==> config.mk <==
export PLATFORM = sky130hd
export DESIGN_NAME = div_sched_flat
export DESIGN_NICKNAME = d
export VERILOG_FILES = /design/src/rtl/div_sched_if.sv /design/src/rtl/div_sched.sv /design/src/flat_wrapper.sv
export SDC_FILE = /design/constraint.sdc
export NUM_CORES = 1
export LEC_CHECK = 0
export BUFFER_PORTS_ARGS = -buffer_cell sky130_fd_sc_hd__buf_2
export CORE_ASPECT_RATIO = 1.4
export CORE_MARGIN = 2
export CORE_UTILIZATION = 45
export DETAILED_ROUTE_END_ITERATION = 10
export PLACE_DENSITY = 0.7
export SYNTH_ARGS = -nofsm -noshare
export SYNTH_HDL_FRONTEND = slang
export SYNTH_SLANG_ARGS = --single-unit
==> constraint.sdc <==
create_clock -name clk -period 6 [get_ports clk]
set_input_delay 1.2 -clock clk [delete_from_list [all_inputs] [get_ports clk]]
set_output_delay 1.2 -clock clk [all_outputs]
set_load 0.02 [all_outputs]
==> src/rtl/div_sched_if.sv <==
// div_sched_if: requester and response handshake bundle for div_sched.
//   req0_* / req1_* : valid/ready operand ports for the two requesters
//                     (a = dividend, b = divisor)
//   resp_*          : valid/ready result port (id, quotient, remainder,
//                     divide-by-zero flag)
// The master modport is the client side; the slave modport is the divider.
interface div_sched_if #(
   parameter int unsigned W = 6
);
   logic         req0_valid;
   logic         req0_ready;
   logic [W-1:0] req0_a;
   logic [W-1:0] req0_b;
   logic         req1_valid;
   logic         req1_ready;
   logic [W-1:0] req1_a;
   logic [W-1:0] req1_b;
   logic         resp_valid;
   logic         resp_ready;
   logic         resp_id;
   logic [W-1:0] resp_q;
   logic [W-1:0] resp_r;
   logic         resp_dz;

   modport master (
      output req0_valid, req0_a, req0_b, req1_valid, req1_a, req1_b, resp_ready,
      input  req0_ready, req1_ready, resp_valid, resp_id, resp_q, resp_r, resp_dz
   );

   modport slave (
      input  req0_valid, req0_a, req0_b, req1_valid, req1_a, req1_b, resp_ready,
      output req0_ready, req1_ready, resp_valid, resp_id, resp_q, resp_r, resp_dz
   );
endinterface

==> src/rtl/div_sched.sv <==
// div_sched: round-robin arbitrated, shared multi-cycle unsigned divider.
// One restoring shift-subtract step per clock, quotient MSB first.
//   clk   : clock, rising edge
//   rst_n : synchronous active-low reset
//   bus   : div_sched_if.slave -- two requester ports (valid/ready, a, b)
//           and one response port (valid/ready, id, q, r, dz)
module div_sched #(
   parameter int unsigned W = 6
) (
   input  logic         clk,
   input  logic         rst_n,
   div_sched_if.slave   bus
);
   localparam int unsigned IW = (W > 1) ? $clog2(W) : 1;

   typedef enum logic [1:0] {S_IDLE, S_CALC, S_DONE} state_t;

   state_t         r_state;
   state_t         w_next;
   logic           r_last_grant;
   logic [W-1:0]   r_a;
   logic [W-1:0]   r_b;
   logic [W-1:0]   r_q;
   // remainder is always < b after a step, so its top bit is never set;
   // only the low W bits are kept and the shift-in bit extends t instead
   logic [W-1:0]   r_rem;
   logic [IW-1:0]  r_idx;
   logic           r_id;
   logic           r_resp_id;
   logic           r_resp_dz;
   logic [W-1:0]   r_resp_q;
   logic [W-1:0]   r_resp_r;

   logic           w_grant0;
   logic           w_grant1;
   logic           w_acc;
   logic           w_acc_id;
   logic [W-1:0]   w_acc_a;
   logic [W-1:0]   w_acc_b;
   logic [W:0]     w_t;
   logic           w_ge;
   logic [W-1:0]   w_rem_nxt;
   logic [W-1:0]   w_q_nxt;
   logic           w_last_step;

   // grant: a lone requester always wins; on a tie the one not granted last
   always_comb begin
      w_grant0 = bus.req0_valid && (!bus.req1_valid || r_last_grant);
      w_grant1 = bus.req1_valid && (!bus.req0_valid || !r_last_grant);
      w_acc    = (r_state == S_IDLE) && (w_grant0 || w_grant1);
      w_acc_id = w_grant1;
      w_acc_a  = w_grant1 ? bus.req1_a : bus.req0_a;
      w_acc_b  = w_grant1 ? bus.req1_b : bus.req0_b;
   end

   always_comb begin
      w_t         = {r_rem, r_a[r_idx]};
      w_ge        = (w_t >= {1'b0, r_b});
      w_rem_nxt   = w_ge ? W'(w_t - {1'b0, r_b}) : w_t[W-1:0];
      w_q_nxt     = r_q;
      w_q_nxt[r_idx] = w_ge;
      w_last_step = (r_idx == '0);
   end

   always_ff @(posedge clk) begin
      if (!rst_n) r_state <= S_IDLE;
      else        r_state <= w_next;
   end

   always_comb begin
      w_next = r_state;
      case (r_state)
         S_IDLE: if (w_acc) w_next = (w_acc_b == '0) ? S_DONE : S_CALC;
         S_CALC: if (w_last_step) w_next = S_DONE;
         S_DONE: if (bus.resp_ready) w_next = S_IDLE;
         default: w_next = S_IDLE;
      endcase
   end

   always_ff @(posedge clk) begin
      if (!rst_n) begin
         r_last_grant <= 1'b1;
         r_a          <= '0;
         r_b          <= '0;
         r_q          <= '0;
         r_rem        <= '0;
         r_idx        <= '0;
         r_id         <= 1'b0;
         r_resp_id    <= 1'b0;
         r_resp_dz    <= 1'b0;
         r_resp_q     <= '0;
         r_resp_r     <= '0;
      end else begin
         case (r_state)
            S_IDLE: begin
               if (w_acc) begin
                  r_a          <= w_acc_a;
                  r_b          <= w_acc_b;
                  r_id         <= w_acc_id;
                  r_last_grant <= w_acc_id;
                  r_rem        <= '0;
                  r_q          <= '0;
                  r_idx        <= IW'(W - 1);
                  // divide by zero skips CALC, so the result is loaded here
                  if (w_acc_b == '0) begin
                     r_resp_q  <= '1;
                     r_resp_r  <= w_acc_a;
                     r_resp_dz <= 1'b1;
                     r_resp_id <= w_acc_id;
                  end
               end
            end
            S_CALC: begin
               r_rem <= w_rem_nxt;
               r_q   <= w_q_nxt;
               r_idx <= r_idx - IW'(1);
               if (w_last_step) begin
                  r_resp_q  <= w_q_nxt;
                  r_resp_r  <= w_rem_nxt;
                  r_resp_dz <= 1'b0;
                  r_resp_id <= r_id;
               end
            end
            default: ;
         endcase
      end
   end

   always_comb begin
      bus.req0_ready = rst_n && (r_state == S_IDLE) && w_grant0;
      bus.req1_ready = rst_n && (r_state == S_IDLE) && w_grant1;
      bus.resp_valid = (r_state == S_DONE);
      bus.resp_id    = r_resp_id;
      bus.resp_q     = r_resp_q;
      bus.resp_r     = r_resp_r;
      bus.resp_dz    = r_resp_dz;
   end
endmodule
==> src/flat_wrapper.sv <==
// flat-port wrapper written by rule: the top's interface ports become plain ports
module div_sched_flat 
#(
   parameter int unsigned W = 6
)
  (clk, rst_n, bus_req0_valid, bus_req0_a, bus_req0_b, bus_req1_valid, bus_req1_a, bus_req1_b, bus_resp_ready, bus_req0_ready, bus_req1_ready, bus_resp_valid, bus_resp_id, bus_resp_q, bus_resp_r, bus_resp_dz);
  div_sched_if #(.W(W)) bus_i ();
  input  logic clk;
  input  logic rst_n;
  input wire logic [$bits(bus_i.req0_valid)-1:0] bus_req0_valid;
  input wire logic [$bits(bus_i.req0_a)-1:0] bus_req0_a;
  input wire logic [$bits(bus_i.req0_b)-1:0] bus_req0_b;
  input wire logic [$bits(bus_i.req1_valid)-1:0] bus_req1_valid;
  input wire logic [$bits(bus_i.req1_a)-1:0] bus_req1_a;
  input wire logic [$bits(bus_i.req1_b)-1:0] bus_req1_b;
  input wire logic [$bits(bus_i.resp_ready)-1:0] bus_resp_ready;
  output wire logic [$bits(bus_i.req0_ready)-1:0] bus_req0_ready;
  output wire logic [$bits(bus_i.req1_ready)-1:0] bus_req1_ready;
  output wire logic [$bits(bus_i.resp_valid)-1:0] bus_resp_valid;
  output wire logic [$bits(bus_i.resp_id)-1:0] bus_resp_id;
  output wire logic [$bits(bus_i.resp_q)-1:0] bus_resp_q;
  output wire logic [$bits(bus_i.resp_r)-1:0] bus_resp_r;
  output wire logic [$bits(bus_i.resp_dz)-1:0] bus_resp_dz;
  assign bus_i.req0_valid = bus_req0_valid;
  assign bus_i.req0_a = bus_req0_a;
  assign bus_i.req0_b = bus_req0_b;
  assign bus_i.req1_valid = bus_req1_valid;
  assign bus_i.req1_a = bus_req1_a;
  assign bus_i.req1_b = bus_req1_b;
  assign bus_i.resp_ready = bus_resp_ready;
  assign bus_req0_ready = bus_i.req0_ready;
  assign bus_req1_ready = bus_i.req1_ready;
  assign bus_resp_valid = bus_i.resp_valid;
  assign bus_resp_id = bus_i.resp_id;
  assign bus_resp_q = bus_i.resp_q;
  assign bus_resp_r = bus_i.resp_r;
  assign bus_resp_dz = bus_i.resp_dz;
  div_sched #(.W(W)) u_core (.clk(clk), .rst_n(rst_n), .bus(bus_i));
endmodule
==> results of run 1 <==
==> through the flow <==
stage | setup slack (ns) | instances | util (%)
after global routing | 2.24 | 391 | 53.2
after floorplan | 2.68 | 286 | -
after detailed placement | 2.46 | 383 | 51.6
final | 2.57 | 391 | 53.2
after global placement | 2.56 | 383 | 51.6
after CTS | 2.57 | 391 | 53.2
==> worst paths after layout <==
| kind | startpoint | slack, ns | end | cells past startpoint |
|---|---|---|---|---|
| min reg2reg | u_core.r_q[3] | 0.48 | u_core.r_q[3] | 2 |
| max | u_core.r_idx[2] | 2.57 | u_core.bus.resp_r[0] | 9 |
| min | u_core.r_q[3] | 0.48 | u_core.r_q[3] | 2 |
| max reg2reg | u_core.r_idx[2] | 2.57 | u_core.bus.resp_r[0] | 9 |
==> per-layer routing <==
layer | GRT usage (%) | share of wire [%] | vias to the layer above
met5 | 0 | 0 | -
met4 | 5.44 | 0.80 | 0
met3 | 3.47 | 4.8 | 4
met2 | 31.6 | 50 | 66
met1 | 26.6 | 45 | 997
li1 | - | - | 1108
==> cell usage in the layout, fill, tap and decap left out, drive strengths merged, types with 2 or more instances in the layout <==
master / count
a211oi: 12
a21oi: 14
a221oi: 2
a22o: 5
a311oi: 2
and2: 5
and3: 2
buf: 46
clkbuf: 6
clkinvlp: 2
dfxtp: 45
ha: 8
inv: 15
mux2i: 18
nand2: 29
nand2b: 4
nand3: 2
nor2: 32
nor2b: 6
nor3: 4
nor3b: 2
o21a: 2
o21ai: 22
o221a: 6
o221ai: 5
o22ai: 3
or2: 2
or4: 2
xnor2: 3
xor2: 2
==> power groups by stage <==
stage | clock network (mW) | logic [mW] | registers [mW]
after CTS | 0.189 | 0.579 | 0.422
final | 0.188 | 0.575 | 0.422
after floorplan | 0 | 0.438 | 0.440
after global placement | 0 | 0.564 | 0.427
after detailed placement | 0 | 0.576 | 0.429
after global routing | 0.205 | 0.641 | 0.433
==> state kept, by name, indices dropped and copies added (netlist names) <==
| name | flops |
|---|---|
| u_core.bus.resp_id | 1 |
| u_core.r_id | 1 |
| u_core.r_a | 6 |
| u_core.r_idx | 3 |
| u_core.bus.resp_dz | 1 |
| u_core.r_b | 6 |
| u_core.bus.resp_r | 6 |
| u_core.r_rem | 6 |
| u_core.bus.resp_q | 6 |
| u_core.r_last_grant | 1 |
| u_core.r_q | 6 |
| u_core.r_state | 2 |
==> worst min-delay path, cell delays in order, from the launching register on <==
cell and delay (ns):
dfxtp_1 0.32, o21ai_0 0.06, o21ai_0 0.07
==> area by class of cell <==
cell class	instances	area [µm²]	share of cell area, %
flip-flops and latches	45	901	32.3
multi-input cells	210	1420	51.1
clock buffers	6	72.6	2.60
repair buffers	46	233	8.35
clock inverters	2	15.0	0.539
inverters	16	60.1	2.15
well taps	66	82.6	2.96
==> kinds of logic after synthesis <==
family | count (synthesis) | synth area share (%)
AO/OA/AOI/OAI | 84 | 25.9
XOR/XNOR | 5 | 1.79
adder cells (fa/ha/maj) | 9 | 4.90
buffers and inverters | 31 | 5.25
flip-flops | 45 | 36.7
multiplexers | 19 | 7.80
AND/OR/NAND/NOR | 93 | 17.7
==> reports/metrics.cfg, run 1 <==
[worst_setup_path]
cp_top_family = compound AO/OA/AOI/OAI gates
cp_common_cell = o21ai_0
path_class = reg2reg
cp-end-kind = flop
crit_slowest_cell = a2111oi_4
crit_required_ns = 6.21
startpoint_type = flop
worstPathArrival_ns = 3.64
path_max_fanout = 16
crit_chain = mux2i_1 -> o21ai_0 -> a221oi_1 -> ha_1 -> nor2b_1 -> o21ai_0 -> a2111oi_4 -> mux2_2 -> o221ai_1
max_stage_delay_ns = 0.94
path_buf_inv = 0

[clocking]
clkSinkCount = 45
clockBufferDepth = 2
cts_tree = built
clk_pin_slew_worst_paths_ns = 0.09
cts.repair.resized = 0
cts_buffers = 5
htreeDepth = 2
clk_latency_ns = 0.30
cts_setup_buffers = 0
root_buffer = clkbuf_8
cts_hold_buf = 0

[sta]
layout_min_cycle_time_ns = 3.43
drv_slew = 0
tns_ns = 0
fin_skew_ns = 0.00980
fin_hold_ws_ns = 0.481
worstMarginPinSlew_ns = 1.04
maxSlewHeadroom_pct = 30.8
rsz0062_at_grt = false
hold_viol = 0
fin_crit_sh_pct = 57.2
fmax_mhz = 291
setup_viol = 0

[logic_synthesis]
synthTopCellsByCount = dfxtp_1, nor2_1, nand2_1, o21ai_0, mux2i_1
synth_seq_cells = 45
yosys.area.top_type = dfxtp_1
yosysSeqAreaShare_pct = 36.7
avgSynthCellArea_um2 = 8.58
synthTopCellsByArea = dfxtp_1, mux2i_1, nor2_1, o21ai_0, nand2_1
synth_cell_types = 50
synthCells = 286
synth.most_common_cell = dfxtp_1
synth_nets = 324
yosysTopAreaCellShare_pct = 36.7
synth_area_um2 = 2450
yosys_warnings = 0
async_flop_share_pct = 0
synth_edf_count = 0
synthFlopType = dfxtp_1

[routing]
detail_route.vias_per_cell = 5.56
drc_errors = 0
vias = 2175
routedWlPerCell_um = 14.0
drt-total-wl_um = 5480
drtIter0Drc = 101
dr.pass1.iters = 4
postRouteAntennaNets = 0

[layout]
final_cell_area_um2 = 2790
syn2layout_area_growth_pct = 13.6
n_antenna_cell = 0
drive_gt1_share_pct = 20.9
nFillCells = 529
num-nets-final = 362

[place]
port_buffers = 45
dpl_cell_area_um2 = 2700
place.gp.congestion = 0.849
place.detailed.hpwl_um = 4170

[pwr]
internal_power_mw = 0.682
seq_power_share_pct = 35.6
p_comb_share_pct = 48.5
ir_worst_vdd_mv = 0.258
netSwitchingFraction_pct = 42.4
power.net_switching_mw = 0.503
powerDensity_nw_per_um2 = 425
p_leak_nw = 1.18
power_mw = 1.18
clkPwrFrac_pct = 15.8

[global_routing]
grtUsageTotal_pct = 19.6
grt_first_pass_wirelength_um = 9440
antenna_found_initial = 0
grt_max_degree = 27
grt_pass1_vias = 2004
overflow = 0

[die]
die_y_um = 91.4
die_w_um = 66.4
start_util_pct = 46.9
ios = 46
die_area_um2 = 6070
core_area_um2 = 5240
num_rows = 31

[status]
run_status = complete, no violations

[min_path]
hp-class = reg2reg

[job]
cap_violations = 0

(Power assumes the default switching activity.)
==> inputs of run 2 (changes only) <==
--- a/config.mk
+++ b/config.mk
@@ -5,12 +5,13 @@
 export SDC_FILE = /design/constraint.sdc
 export NUM_CORES = 1
 export LEC_CHECK = 0
+export ABC_AREA = 1
 export BUFFER_PORTS_ARGS = -buffer_cell sky130_fd_sc_hd__buf_2
 export CORE_ASPECT_RATIO = 1.4
 export CORE_MARGIN = 2
 export CORE_UTILIZATION = 45
 export DETAILED_ROUTE_END_ITERATION = 10
-export PLACE_DENSITY = 0.7
+export PLACE_DENSITY = 0.69
 export SYNTH_ARGS = -nofsm -noshare
 export SYNTH_HDL_FRONTEND = slang
 export SYNTH_SLANG_ARGS = --single-unit
==> constraint.sdc (replaced) <==
create_clock -name clk -period 3.38 [get_ports clk]
set_input_delay 0.676 -clock clk [delete_from_list [all_inputs] [get_ports clk]]
set_output_delay 0.676 -clock clk [all_outputs]
set_load 0.02 [all_outputs]
==> reports/metrics.cfg, run 2 <==
[layout]
n_antenna_cell = 0  ; unchanged
fin_util_pct = 52.0  ; was 53.2%
mostFrequentLayoutCells = nand2_1, nor2_1, buf_2, dfxtp_1, inv_1  ; was buf_2, dfxtp_1, nor2_1
final_cell_area_um2 = 3000  ; was 2790 µm²
num-nets-final = 495  ; was 362
seq_area_um2 = 901  ; unchanged
final_cells = 528  ; was 391
final_common_cell = nand2_1
drive_gt1_share_pct = 17.0  ; was 20.9%
syn2layout_area_growth_pct = 12.9  ; was 13.6%
nFillCells = 630  ; was 529
multiInputGateArea_um2 = 1490  ; was 1420 µm²

[logic_synthesis]
synth_cell_types = 32  ; was 50
yosysSeqAreaShare_pct = 33.9  ; was 36.7%
async_flop_share_pct = 0  ; unchanged
synth.most_common_cell = nand2_1  ; was dfxtp_1
synthFlopType = dfxtp_1  ; unchanged
synth_seq_cells = 45  ; unchanged
yosys_warnings = 0  ; unchanged
synth_edf_count = 0  ; unchanged
synthTopCellsByArea = dfxtp_1, nand2_1, nor2_1, nand3_1, inv_1  ; was dfxtp_1, mux2i_1, nor2_1, o21ai_0, nand2_1
synth_area_um2 = 2660  ; was 2450 µm²
synthCells = 419  ; was 286
avgSynthCellArea_um2 = 6.35  ; was 8.58 µm²
synthTopCellsByCount = nand2_1, nor2_1, dfxtp_1, inv_1, nand3_1  ; was dfxtp_1, nor2_1, nand2_1, o21ai_0, mux2i_1
yosysTopAreaCellShare_pct = 33.9  ; was 36.7%
synth_nets = 457  ; was 324
yosys.area.top_type = dfxtp_1  ; unchanged

[routing]
drt-total-wl_um = 6590  ; was 5480 µm
routedWlPerCell_um = 12.5  ; was 14.0 µm
dr.pass1.iters = 4  ; unchanged
vias = 2628  ; was 2,175
drc_errors = 0  ; unchanged
postRouteAntennaNets = 0  ; unchanged
drtIter0Drc = 84  ; was 101
detail_route.vias_per_cell = 4.98  ; was 5.56

[job]
cap_violations = 0  ; unchanged

[pwr]
power.net_switching_mw = 1.89  ; was 0.503 mW
netSwitchingFraction_pct = 54.0  ; was 42.4%
powerDensity_nw_per_um2 = 1160  ; was 425 nW/µm²
seq_power_share_pct = 25.0  ; was 35.6%
p_comb_share_pct = 65.4  ; was 48.5%
p_leak_nw = 1.52  ; was 1.18 nW
ir_worst_vdd_mv = 0.664  ; was 0.258 mV
internal_power_mw = 1.61  ; was 0.682 mW
clkPwrFrac_pct = 9.6  ; was 15.8%

[worst_setup_path]
worstPathArrival_ns = 2.69  ; was 3.64 ns
crit_required_ns = 3.63  ; was 6.21 ns
cp-end-kind = flop  ; unchanged
path_max_fanout = 9  ; was 16
path_class = reg2reg  ; unchanged
startpoint_type = flop  ; unchanged
r2r_slack_ns = 0.94  ; was 2.57 ns

[clocking]
clockBufferDepth = 2  ; unchanged
clk_pin_slew_worst_paths_ns = 0.09  ; about the same
cts.repair.resized = 0  ; unchanged
cts_buffers = 5  ; unchanged
clk_latency_ns = 0.31  ; was 0.30 ns
root_buffer = clkbuf_8  ; unchanged
cts_tree = built  ; unchanged
htreeDepth = 2  ; unchanged
clkSinkCount = 45  ; unchanged
cts_hold_buf = 0  ; unchanged
cts_setup_buffers = 0  ; unchanged

[sta]
drv_slew = 0  ; unchanged
layout_min_cycle_time_ns = 2.44  ; was 3.43 ns
fin_crit_sh_pct = 72.3  ; was 57.2%
maxSlewHeadroom_pct = 67.3  ; was 30.8%
rsz0062_at_grt = false  ; unchanged
fin_skew_ns = 0.00973  ; was 0.00980 ns
fin_hold_ws_ns = 0.468  ; was 0.481 ns
setup_viol = 0  ; unchanged
fmax_mhz = 409  ; was 291 MHz
hold_viol = 0  ; unchanged
tns_ns = 0  ; unchanged
worstMarginPinSlew_ns = 0.489  ; was 1.04 ns

[die]
die_w_um = 69.0  ; was 66.4 µm
core_area_um2 = 5780  ; was 5240 µm²
die_area_um2 = 6550  ; was 6070 µm²
start_util_pct = 46.0  ; was 46.9%
num_rows = 33  ; was 31
die_y_um = 95.0  ; was 91.4 µm
ios = 46  ; unchanged

[global_routing]
grtUsageTotal_pct = 22.0  ; was 19.6%
overflow = 0  ; unchanged
antenna_found_initial = 0  ; unchanged
grt_max_degree = 28  ; was 27
grt_pass1_vias = 2418  ; was 2,004
grt_first_pass_wirelength_um = 10900  ; was 9440 µm

[place]
dpl_cell_area_um2 = 2910  ; was 2700 µm²
port_buffers = 45  ; unchanged
place.detailed.hpwl_um = 5070  ; was 4170 µm
place_inst = 520  ; was 383
place.gp.congestion = 0.897  ; was 0.849

[min_path]
hp-class = reg2reg  ; unchanged

[status]
run_status = complete, no violations  ; unchanged

## run 2: cell types whose count changed in the layout (fill, tap and decap cells not counted), sizes merged, moves of 6 or more
cell    delta
a211oi    -12
a21oi     +17
inv       +34
mux2i     -18
nand2     +98
nand3     +35
nor2      +26
nor2b      -6
o211ai     +6
o221a      -6
## run 2: layer usage
metal  up-vias  share of wire (%)  GRT usage, %  routed length (µm)
li1       1409                  -             -                   -
met1      1163                 43          26.2                2850
met2        46                 52          39.3                3420
met3        10                3.0          2.98                 195
met4         0                1.9          7.52                 123
met5         -                  0             0                   0
## run 2: area by class of cell
| class | instances | share of cell area [%] |
|---|---|---|
| inverters | 50 | 6.33 |
| repair buffers | 47 | 8.00 |
| flip-flops and latches | 45 | 30.0 |
| multi-input cells | 308 | 49.7 |
| clock inverters | 3 | 0.750 |
| clock buffers | 5 | 2.29 |
| well taps | 70 | 2.92 |
## run 2: power by group through the flow
stage                     combinational, mW  sequential [mW]  clock, mW
after floorplan                        1.78            0.907          0
after global placement                 2.25            0.879          0
after detailed placement               2.28            0.882          0
after CTS                              2.29            0.871      0.347
after global routing                   2.60            0.895      0.369
final                                  2.29            0.873      0.336
## run 2: path summary, 6_finish.rpt
kind / endpoint / from / cells after the start
setup / recovery: u_core.bus.resp_r[4] / u_core.r_idx[0] / 16
hold / removal: u_core.bus.resp_dz / u_core.bus.resp_dz / 2
setup reg to reg: u_core.bus.resp_r[4] / u_core.r_idx[0] / 16
hold reg to reg: u_core.bus.resp_dz / u_core.bus.resp_dz / 2
## run 2: cell families after synthesis
| kind of cell | synth area share [%] |
|---|---|
| AOI/OAI and AO/OA | 12.7 |
| and+or+nand+nor | 38.6 |
| DFF | 33.9 |
| buffers and inverters | 10.0 |
| adders and majority gates | 4.51 |
| xor gates and xnor gates | 0.329 |
## run 2: worst max-delay path: stages, from the launching register on
cell	delay (ns)
dfxtp_1	0.49
inv_2	0.14
nand3_1	0.11
nand3_1	0.08
nor2_1	0.13
ha_1	0.19
inv_1	0.08
fa_1	0.41
inv_1	0.09
o21ai_0	0.08
nand2_1	0.07
nand2_1	0.06
nand2_1	0.07
nand3_1	0.14
nand2_1	0.11
nor2_1	0.04
nor2_1	0.10
## run 2: through the flow
| stage | setup slack [ns] | power, mW |
|---|---|---|
| detailed placement | 0.895 | 3.16 |
| CTS | 0.985 | 3.51 |
| finish | 0.938 | 3.50 |
| global placement | 0.915 | 3.13 |
| floorplan | 1.03 | 2.69 |
| global route | 0.702 | 3.86 |
==> inputs of run 3 (changes only) <==
==> constraint.sdc (replaced) <==
create_clock -name clk -period 2.4 [get_ports clk]
set_input_delay 0.48 -clock clk [delete_from_list [all_inputs] [get_ports clk]]
set_output_delay 0.48 -clock clk [all_outputs]
set_load 0.02 [all_outputs]
==> reports/metrics.cfg, run 3 (synthesized netlist as in run 2, its figures left out) <==
[place]
dpl_cell_area_um2 = 2950  ; was 2910 µm²
dpl_worst_slack_ns = 0.0650  ; was 0.895 ns
place.gp.congestion = 0.882  ; was 0.897
port_buffers = 45  ; unchanged
place.detailed.hpwl_um = 5080  ; was 5070 µm

[global_routing]
grt-busiest-layer = met2  ; unchanged
grtUsageTotal_pct = 22.6  ; was 22.0%
grt_max_degree = 28  ; unchanged
met3_usage_pct = 3.58  ; was 2.98%
grt_pass1_vias = 2406  ; was 2,418
grt_use_met1_pct = 28.9  ; was 26.2%
overflow = 0  ; unchanged
grt_first_pass_wirelength_um = 11300  ; was 10,900 µm
grt_use_met2_pct = 37.3  ; was 39.3%
antenna_found_initial = 0  ; unchanged

[layout]
drive_gt1_share_pct = 19.4  ; was 17.0%
nFillCells = 632  ; was 630
final_cell_area_um2 = 3060  ; was 3000 µm²
multiInputGateArea_um2 = 1510  ; was 1490 µm²
seq_area_um2 = 907  ; was 901 µm²
fin_util_pct = 52.9  ; was 52.0%
syn2layout_area_growth_pct = 14.9  ; was 12.9%
final_common_cell = nand2_1  ; unchanged
mostFrequentLayoutCells = nand2_1, nor2_1, buf_2  ; was nand2_1, nor2_1, buf_2, dfxtp_1, inv_1
n_antenna_cell = 0  ; unchanged
num-nets-final = 500  ; was 495

[sta]
layout_min_cycle_time_ns = 2.14  ; was 2.44 ns
hold_viol = 0  ; unchanged
fin_hold_ws_ns = 0.465  ; was 0.468 ns
fmax_mhz = 466  ; was 409 MHz
setup_viol = 0  ; unchanged
fin_skew_ns = 0.00219  ; was 0.00973 ns
drv_slew = 0  ; unchanged
rsz0062_at_grt = false  ; unchanged
finalWorstSetupSlack_ns = 0.255  ; was 0.938 ns
fin_crit_sh_pct = 89.4  ; was 72.3%
maxSlewHeadroom_pct = 72.7  ; was 67.3%
tns_ns = 0  ; unchanged
worstMarginPinSlew_ns = 0.407  ; was 0.489 ns

[routing]
drc_errors = 0  ; unchanged
routedWlPerCell_um = 12.3  ; was 12.5 µm
vias = 2654  ; was 2,628
drtIter0Drc = 120  ; was 84
postRouteAntennaNets = 0  ; unchanged
detail_route.vias_per_cell = 4.98  ; about the same
drt-total-wl_um = 6580  ; was 6590 µm
dr.pass1.iters = 4  ; unchanged

[die]
core_area_um2 = 5780  ; unchanged
ios = 46  ; unchanged
die_y_um = 95.0  ; unchanged
num_rows = 33  ; unchanged
start_util_pct = 46.0  ; unchanged
die_w_um = 69.0  ; unchanged
die_area_um2 = 6550  ; unchanged

[worst_setup_path]
worstPathArrival_ns = 2.35  ; was 2.69 ns
cp_top_family = simple AND/OR/NAND/NOR gates  ; unchanged
max_stage_delay_ns = 0.36  ; was 0.49 ns
path_class = reg2reg  ; unchanged
cp-end-kind = flop  ; unchanged
crit_required_ns = 2.61  ; was 3.63 ns
path_buf_inv = 0  ; was 3
crit_chain = nor2_2 -> nand3_1 -> nand3_1 -> nor2_2 -> ha_1 -> nand2_1 -> nor2_1 -> nand2_1 -> nand3_1 -> nor2_1 -> nand2_1 -> nand3_1 -> nand2_1 -> nor2_1 -> nor2_1  ; was inv_2 -> nand3_1 -> nand3_1 -> nor2_1 -> ha_1 -> inv_1 -> fa_1 -> inv_1 -> o21ai_0 -> nand2_1 -> nand2_1 -> nand2_1 -> nand3_1 -> nand2_1 -> nor2_1 -> nor2_1
path_max_fanout = 6  ; was 9
startpoint_type = flop  ; unchanged
crit_slowest_cell = dfxtp_2  ; was dfxtp_1

[clocking]
cts.repair.resized = 0  ; unchanged
clkSinkCount = 45  ; unchanged
htreeDepth = 2  ; unchanged
cts_setup_buffers = 0  ; unchanged
root_buffer = clkbuf_8  ; unchanged
clockBufferDepth = 2  ; unchanged
cts_hold_buf = 0  ; unchanged
cts_tree = built  ; unchanged
clk_latency_ns = 0.30  ; was 0.31 ns
cts_buffers = 5  ; unchanged
clk_pin_slew_worst_paths_ns = 0.09  ; about the same

[min_path]
hp-class = reg2reg  ; unchanged

[job]
cap_violations = 0  ; unchanged

[pwr]
powerDensity_nw_per_um2 = 1660  ; was 1160 nW/µm²
p_leak_nw = 1.55  ; was 1.52 nW
ir_worst_vdd_mv = 0.838  ; was 0.664 mV

[status]
run_status = complete, no violations  ; unchanged

==> run 3: changes by cell type in the layout (fill, tap and decap cells not counted), moves of 2 or more <==
cell / delta
buf_4: +5
dfxtp_1: -3
nor2_1: -3
nor2_2: +3
clkinv_2: +2
clkinvlp_4: -2
dfxtp_2: +2
==> run 3: worst reg2reg max path, delay by kind of cell, from the launching register on <==
family | cells | cell delay [ns]
adder cells (fa/ha/maj) | 1 | 0.29
AND/OR/NAND/NOR | 14 | 1.41
flip-flops | 1 | 0.36
==> run 3: worst paths after layout <==
check / startpoint / to / slack (ns) / cells after the start
setup / recovery: u_core.r_idx[1] / u_core.bus.resp_r[0] / 0.26 / 15
hold / removal: u_core.bus.resp_id / u_core.bus.resp_id / 0.47 / 2
setup reg to reg: u_core.r_idx[1] / u_core.bus.resp_r[0] / 0.26 / 15
hold reg to reg: u_core.bus.resp_id / u_core.bus.resp_id / 0.47 / 2
==> run 3: per-layer routing <==
metal / routed length [µm] / vias to the layer above
met5: 0 / -
met1: 3040 / 1169
li1: - / 1425
met4: 171 / 0
met2: 3170 / 44
met3: 194 / 16
==> run 3: power breakdown <==
part	leakage [nW]	switching, mW	internal (mW)	total, mW
combinational	1.14	2.25	1.13	3.38
clock	0.0439	0.275	0.201	0.477
sequential	0.371	0.206	1.03	1.24
==> run 3: per-stage QoR <==
stage | cells | total power, mW
finish | 533 | 5.09
global route | 533 | 5.67
CTS | 533 | 5.03
detailed placement | 525 | 4.55
global placement | 525 | 4.53
floorplan | 419 | 3.79
==> run 3: layout make-up <==
type | instances | area share (%)
clock buffer | 5 | 2.25
clock inverter | 3 | 0.573
inverter | 50 | 6.22
multi-input combinational | 308 | 49.3
sequential | 45 | 29.7
tap | 70 | 2.86
timing repair buffer | 52 | 9.08
